**src/rtl/sdram_port_arbiter.sv**
```systemverilog
// Two-port round-robin arbiter in front of the sdram_controller host interface; SDRAM_ARB_PRIORITY_EN gives port 1 strict priority with a port-0 starvation guard.
// Latency: request to ctl enable 2 cycles, controller completion to reqN_done 1 cycle, at least 1 idle cycle between grants.
// Backpressure: requesters hold valid until done; a new grant waits for ctl_busy low, and an enable not acknowledged by busy is re-issued.
module sdram_port_arbiter #(
  parameter int ADDR_WIDTH     = 24,
  parameter int DATA_WIDTH     = 16,
  parameter int ACCEPT_TIMEOUT = 8,
  parameter int STARVE_LIMIT   = 4
) (
  input  logic                  clk_130mhz,
  input  logic                  reset,
  input  logic                  req0_valid,
  input  logic                  req0_we,
  input  logic [ADDR_WIDTH-1:0] req0_addr,
  input  logic [DATA_WIDTH-1:0] req0_wdata,
  output logic                  req0_done,
  output logic [DATA_WIDTH-1:0] req0_rdata,
  input  logic                  req1_valid,
  input  logic                  req1_we,
  input  logic [ADDR_WIDTH-1:0] req1_addr,
  input  logic [DATA_WIDTH-1:0] req1_wdata,
  output logic                  req1_done,
  output logic [DATA_WIDTH-1:0] req1_rdata,
  output logic [ADDR_WIDTH-1:0] ctl_addr,
  output logic [DATA_WIDTH-1:0] ctl_wdata,
  output logic                  ctl_wr_enable,
  output logic                  ctl_rd_enable,
  input  logic                  ctl_busy,
  input  logic                  ctl_rd_ready,
  input  logic [DATA_WIDTH-1:0] ctl_rd_data,
  output logic                  grant,
  output logic                  arb_active
);

  localparam int TW = $clog2(ACCEPT_TIMEOUT + 1);

  typedef enum logic [2:0] {
    S_IDLE,
    S_ISSUE,
    S_WAIT_ACCEPT,
    S_WAIT_DONE,
    S_DONE
  } state_t;

  state_t        state, state_nxt;
  logic [TW-1:0] timer, timer_nxt;
  logic          lat_we;
  logic          take;
  logic          capture;
  logic          winner;

`ifdef SDRAM_ARB_PRIORITY_EN
  localparam int SW = $clog2(STARVE_LIMIT + 1);
  logic [SW-1:0] starve_cnt;

  // Port 1 wins outright unless port 0 has been passed over STARVE_LIMIT times.
  always_comb begin
    winner = 1'b0;
    if (req0_valid && starve_cnt >= SW'(STARVE_LIMIT)) winner = 1'b0;
    else if (req1_valid)                                winner = 1'b1;
  end

  always_ff @(posedge clk_130mhz) begin
    if (reset) begin
      starve_cnt <= '0;
    end else if (take) begin
      if (!winner)
        starve_cnt <= '0;
      else if (req0_valid && starve_cnt != SW'(STARVE_LIMIT))
        starve_cnt <= starve_cnt + SW'(1);
    end
  end
`else
  always_comb begin
    winner = req1_valid;
    if (req0_valid && req1_valid) winner = ~grant;
  end
`endif

  always_comb begin
    state_nxt = state;
    timer_nxt = timer;
    take      = 1'b0;
    capture   = 1'b0;
    case (state)
      S_IDLE: begin
        if ((req0_valid || req1_valid) && !ctl_busy) begin
          take      = 1'b1;
          state_nxt = S_ISSUE;
        end
      end
      S_ISSUE: begin
        timer_nxt = '0;
        state_nxt = S_WAIT_ACCEPT;
      end
      S_WAIT_ACCEPT: begin
        if (ctl_busy) begin
          // A read can complete in the same cycle the controller reports busy.
          if (!lat_we && ctl_rd_ready) begin
            capture   = 1'b1;
            state_nxt = S_DONE;
          end else begin
            state_nxt = S_WAIT_DONE;
          end
        end else begin
          if (timer != TW'(ACCEPT_TIMEOUT)) timer_nxt = timer + TW'(1);
          if (timer >= TW'(ACCEPT_TIMEOUT - 1)) state_nxt = S_ISSUE;
        end
      end
      S_WAIT_DONE: begin
        if (lat_we) begin
          if (!ctl_busy) state_nxt = S_DONE;
        end else if (ctl_rd_ready) begin
          capture   = 1'b1;
          state_nxt = S_DONE;
        end
      end
      S_DONE:  state_nxt = S_IDLE;
      default: state_nxt = S_IDLE;
    endcase
  end

  always_ff @(posedge clk_130mhz) begin
    if (reset) begin
      state      <= S_IDLE;
      timer      <= '0;
      lat_we     <= 1'b0;
      ctl_addr   <= '0;
      ctl_wdata  <= '0;
      grant      <= 1'b1;
      req0_rdata <= '0;
      req1_rdata <= '0;
    end else begin
      state <= state_nxt;
      timer <= timer_nxt;
      if (take) begin
        grant     <= winner;
        lat_we    <= winner ? req1_we    : req0_we;
        ctl_addr  <= winner ? req1_addr  : req0_addr;
        ctl_wdata <= winner ? req1_wdata : req0_wdata;
      end
      if (capture) begin
        if (grant) req1_rdata <= ctl_rd_data;
        else       req0_rdata <= ctl_rd_data;
      end
    end
  end

  assign ctl_wr_enable = (state == S_ISSUE) &&  lat_we;
  assign ctl_rd_enable = (state == S_ISSUE) && !lat_we;
  assign req0_done     = (state == S_DONE)  && !grant;
  assign req1_done     = (state == S_DONE)  &&  grant;
  assign arb_active    = (state != S_IDLE);

endmodule

```
**config.mk**
```make
export PLATFORM = sky130hd
export DESIGN_NAME = sdram_port_arbiter
export DESIGN_NICKNAME = d
export VERILOG_FILES = /design/src/rtl/sdram_port_arbiter.sv
export SDC_FILE = /design/constraint.sdc
export NUM_CORES = 1
export LEC_CHECK = 0
export CAP_MARGIN = 20
export CORE_UTILIZATION = 36
export DETAILED_ROUTE_END_ITERATION = 12
export GPL_TIMING_DRIVEN = 0
export HOLD_SLACK_MARGIN = 0.03
export PLACE_DENSITY = 0.77
export SETUP_SLACK_MARGIN = 0.1
export SYNTH_ARGS = -nofsm -noshare
export SYNTH_HDL_FRONTEND = slang
export SYNTH_SLANG_ARGS = --single-unit
```
**constraint.sdc**
```tcl
create_clock -name clk_130mhz -period 1.7 [get_ports clk_130mhz]
set_clock_uncertainty 0.2 [all_clocks]
set_input_delay 0.34 -clock clk_130mhz [delete_from_list [all_inputs] [get_ports clk_130mhz]]
set_output_delay 0.34 -clock clk_130mhz [all_outputs]
set_load 0.005 [all_outputs]
```
Word-level counts from Yosys, hierarchy flattened
Cells that the tools add are included.
Word-level totals
  register bits after elaboration: 81
Operators by class
  bitwise logic cells: 1
  mux-type cells: 22
  order comparisons: 1
  $add $sub $neg: 1
  eq/ne operators: 11
  reductions and logical operators: 18
Operator list (number)
  two-way mux 24 bit: 1
  two-way mux 3 bit: 7
  two-way mux 16 bit: 1
  case mux 3 bit (4 select lines): 1
  != test 3 bit (second input constant): 3
  two-way mux 1 bit: 8
  two-way mux 4 bit: 2
  case mux 4 bit (2 select lines): 1
  logical AND 1 bit: 7
  equality test 3 x 2 -> 1 bit (second input constant): 2
  != test 2 bit (second input constant): 3
  adder 4 x 1 -> 4 bit (second input constant): 1
  greater-or-equal comparator 4 x 3 -> 1 bit (second input constant): 1
  != test 4 bit (second input constant): 1
  AND reduction 2 bit: 2
  AND reduction 4 bit: 1
  equality test 3 x 1 -> 1 bit (second input constant): 1
  equality test 3 bit (second input constant): 1
  logical NOT 1 bit: 3
  logical NOT 3 bit: 1
  AND reduction 3 bit: 1
  nonzero test 3 bit: 1
  case mux 1 bit (2 select lines): 1
  nonzero test 2 bit: 1
  2 further kinds: 2

Longest topological paths before layout
  word-level depth: 6
  depth in mapped cells: 6
  depth with buffers taken out: 6

Least setup slack after synthesis
Ideal clock, no wire load.
  kind: register -> register
  start point: register lat_we
  end point: register req0_rdata[0]
  cell stages (with the launch flop): 7
  data required time: 1.368 ns
  clock period less this slack: 1.746 ns
  arrival time: 1.414 ns
  setup time: 0.132 ns
  buffers on the path: 2
  slack: -0.046 ns
  cell sequence: dfxtp_1 nand2b_2 or4_1 buf_2 buf_6 nand2_1 a21oi_1
On the way
  longest elaborated chain between the ends: 6
RTL lines
  from (decl): RTL line 47  | logic lat_we;
  from (signal assigned): RTL line 138  | lat_we <= winner ? req1_we : req0_we;
  logical NOT 1 bit: RTL line 99  | if (!lat_we && ctl_rd_ready) begin
  logical AND 1 bit: RTL line 99
  two-way mux 1 bit: RTL line 99
  two-way mux 1 bit: RTL line 97  | if (ctl_busy) begin
  case mux 1 bit (2 select lines) *: RTL line 85  | case (state)
  AND reduction 2 bit (no source line) *
  to (signal assigned): RTL line 144  | else req0_rdata <= ctl_rd_data;
  to (decl): RTL line 17  | output logic [DATA_WIDTH-1:0] req0_rdata,
Every way passes the cells marked *; elsewhere a longest branch is shown, timed or not.
A chain may end at the register's enable or synchronous reset.

Worst setup path after layout
  start point: register state[1]
  end point: output ctl_wr_enable
On the way
  longest elaborated chain between the ends: 2
RTL lines
  from (decl): RTL line 45  | state_t state, state_nxt;
  from (signal assigned): RTL line 134  | state <= state_nxt;
  equality test 3 x 1 -> 1 bit: RTL line 149  | assign ctl_wr_enable = (state == S_ISSUE) && lat_we;
  logical AND 1 bit: RTL line 149
  to (decl): RTL line 26  | output logic ctl_wr_enable,
Every way passes these cells.

==> results.sh <==
export IMPL_fin_ws_ns=-0.209
export IMPL_clock_latency_ns=0.36
export IMPL_critPathKind="reg -> out"
export IMPL_rows=35
export IMPL_synth_area_leader_cell="dfxtp_1"
export IMPL_fin_crit_sh=1.12
export IMPL_netlist_area_um2=3490
export IMPL_grt_pass1_vias=4105
export IMPL_wl_um=13300
export IMPL_ys_seq_elements=81
export IMPL_chipWidth_um=100
export IMPL_place_congestion=0.827
export IMPL_wl_per_cell_um=16.1
export IMPL_syn_nets=550
export IMPL_grt_pass1_wl_um=19600
export IMPL_start_util=0.374
export IMPL_postCtsHoldBufs=0
export IMPL_yosysSeqAreaShare=0.465
export IMPL_rsz0062_at_grt="yes"
export IMPL_core_um2=9330
export IMPL_io_pins=182
export IMPL_drc=0
export IMPL_layout_common_cells="148 x nand2_1, 98 x clkdlybuf4s50_1, 74 x dlygate4sd2_1"
export IMPL_diodes=0
export IMPL_die_area_um2=10100
export IMPL_yosys_most_used_dff="dfxtp_1"
export IMPL_ir_drop_mv=0.410
export IMPL_ant_nets=0
export IMPL_drt_initial_drc_count=98
export IMPL_clk_path_buf_depth=2
export IMPL_slew_headroom=0.571
export IMPL_slew_violations=0
export IMPL_cp_end_kind="output pin"
export IMPL_status="finished with violations"
export IMPL_critPathLaunchType="register"
export IMPL_yosysTopAreaCellShare=0.465
export IMPL_final_net_count=794
export IMPL_power_density_nw_per_um2=754
export IMPL_placed_cell_area_um2=5490
export IMPL_via_per_inst=5.20
export IMPL_antenna_found_initial=0
export IMPL_ys_async_sr_fraction=0
export IMPL_synth_area_leaders="dfxtp_1 47%, nand2_1 16%, a311oi_1 10%"
export IMPL_drive_gt1_frac=0.313
export IMPL_path_max_fanout=6
export IMPL_synth_cell_type_count=41
export IMPL_hold_violations=0
export IMPL_dp_hpwl_um=8550
export IMPL_clk_pin_slew_ns=0.09
export IMPL_overflow=0
export IMPL_firstDrtPassIters=5
export IMPL_violations="negative setup slack"
export IMPL_numCtsBuffers=9
export IMPL_syn_avg_cell_area_um2=7.85
export IMPL_final_area_um2=6670
export IMPL_cts_root_buf="clkbuf_8"
export IMPL_syn_to_final_growth_pct=91.4
export IMPL_final_common_cell="nand2_1"
export IMPL_min_period_ns=1.91
export IMPL_die_y_um=100
export IMPL_p_leak_nw=2.81
export IMPL_min_path_type="in -> reg"
export IMPL_synth_cells=444
export IMPL_max_freq_ghz=0.524
export IMPL_dp_cells=753
export IMPL_track_usage=0.250
export IMPL_dp_slack_ns=-0.708
export IMPL_drv_cap=0
export IMPL_required_ns=1.16
export IMPL_worst_pin_slew_ns=0.643
export IMPL_yosysWarnings=0
export IMPL_numClockSinks=81
export IMPL_vias=4272
export IMPL_setup_viol=77
export IMPL_grt_max_degree=17
export IMPL_stdcell_count=822
export IMPL_synth_edf_count=0
export IMPL_io_buffers=180
export IMPL_arrival_ns=1.37
export IMPL_h_tree_depth=3
export IMPL_cts_tree="done"
==> worst paths after layout <==
check / cells past startpoint / slack (ns) / start / endpoint
setup / recovery: 5 / -0.21 / state[1] / ctl_wr_enable
setup reg to reg: 7 / -0.14 / state[0] / ctl_addr[3]
hold reg to reg: 2 / 0.25 / req0_rdata[13] / req0_rdata[13]
hold / removal: 3 / 0.22 / ctl_busy / state[2]
==> synthesized netlist by cell type (all sizes together) (2+ instances only) <==
cell type  instances
nor2b              3
nor3               3
ha                 2
inv                4
a211o              2
buf               16
a31oi              4
o21ai              3
and2               3
nor4b              3
dfxtp             81
clkbuf            19
a311oi            41
nand3              4
nor2              47
a21oi             36
nand2b             4
nor4               2
nand2            152
or3                2
==> what timing repair did <==
action	CTS	global route
cloned	7	2
resized for setup	227	72
pin swaps	22	21
buffers inserted	31	15
endpoints found under the setup margin	157	84
==> worst max-delay path, cell delays in order (launching register included) <==
cell       delay, ns
dfxtp_4         0.38
clkbuf_16       0.16
nand2b_4        0.16
nor2_4          0.08
and2_4          0.14
buf_6           0.09
==> through the flow <==
step	total power, mW	setup TNS [ns]	hold slack [ns]	util
global placement	3.24	-46.83	0.241	0.588
CTS	4.86	-3.89	0.256	0.676
detailed placement	3.26	-48.80	0.248	0.588
global route	5.26	-10.63	0.223	0.715
finish	5.03	-7.24	0.225	0.715
floorplan	2.62	0	0.253	-
==> flip-flops by register name, indices dropped and copies added, names as in the netlist <==
signal / count
grant: 1
ctl_wdata: 16
timer: 4
lat_we: 1
ctl_addr: 24
req0_rdata: 16
state: 3
req1_rdata: 16
==> power by group <==
group	leakage (nW)	switching (mW)	internal (mW)
Clock	0.0886	0.804	0.554
Sequential	0.684	0.0962	2.04
Combinational	2.04	0.650	0.886
==> area by class of cell <==
class | instances | area [µm²]
multi-input combinational | 324 | 1990
buffer | 35 | 358
inverter | 4 | 15.0
tap | 129 | 161
timing repair buffer | 233 | 2270
fill | 731 | 2660
clock inverter | 7 | 57.6
sequential | 81 | 1700
clock buffer | 9 | 124
==> per-layer routing <==
metal,global-route usage,share of wire,vias up
li1,-,-,2027
met1,0.278,0.39,1967
met2,0.437,0.49,232
met3,0.0766,0.082,46
met4,0.116,0.036,0
met5,0,0,-
==> cells by family after synthesis <==
logic type / after synthesis / synth area share
DFF: 81 / 0.465
muxes: 1 / 0.00323
adders and majority gates: 2 / 0.00718
AOI/OAI and AO/OA: 91 / 0.183
and+or+nand+nor: 230 / 0.285
buffers and inverters: 39 / 0.0564
(Power assumes the default switching activity.)
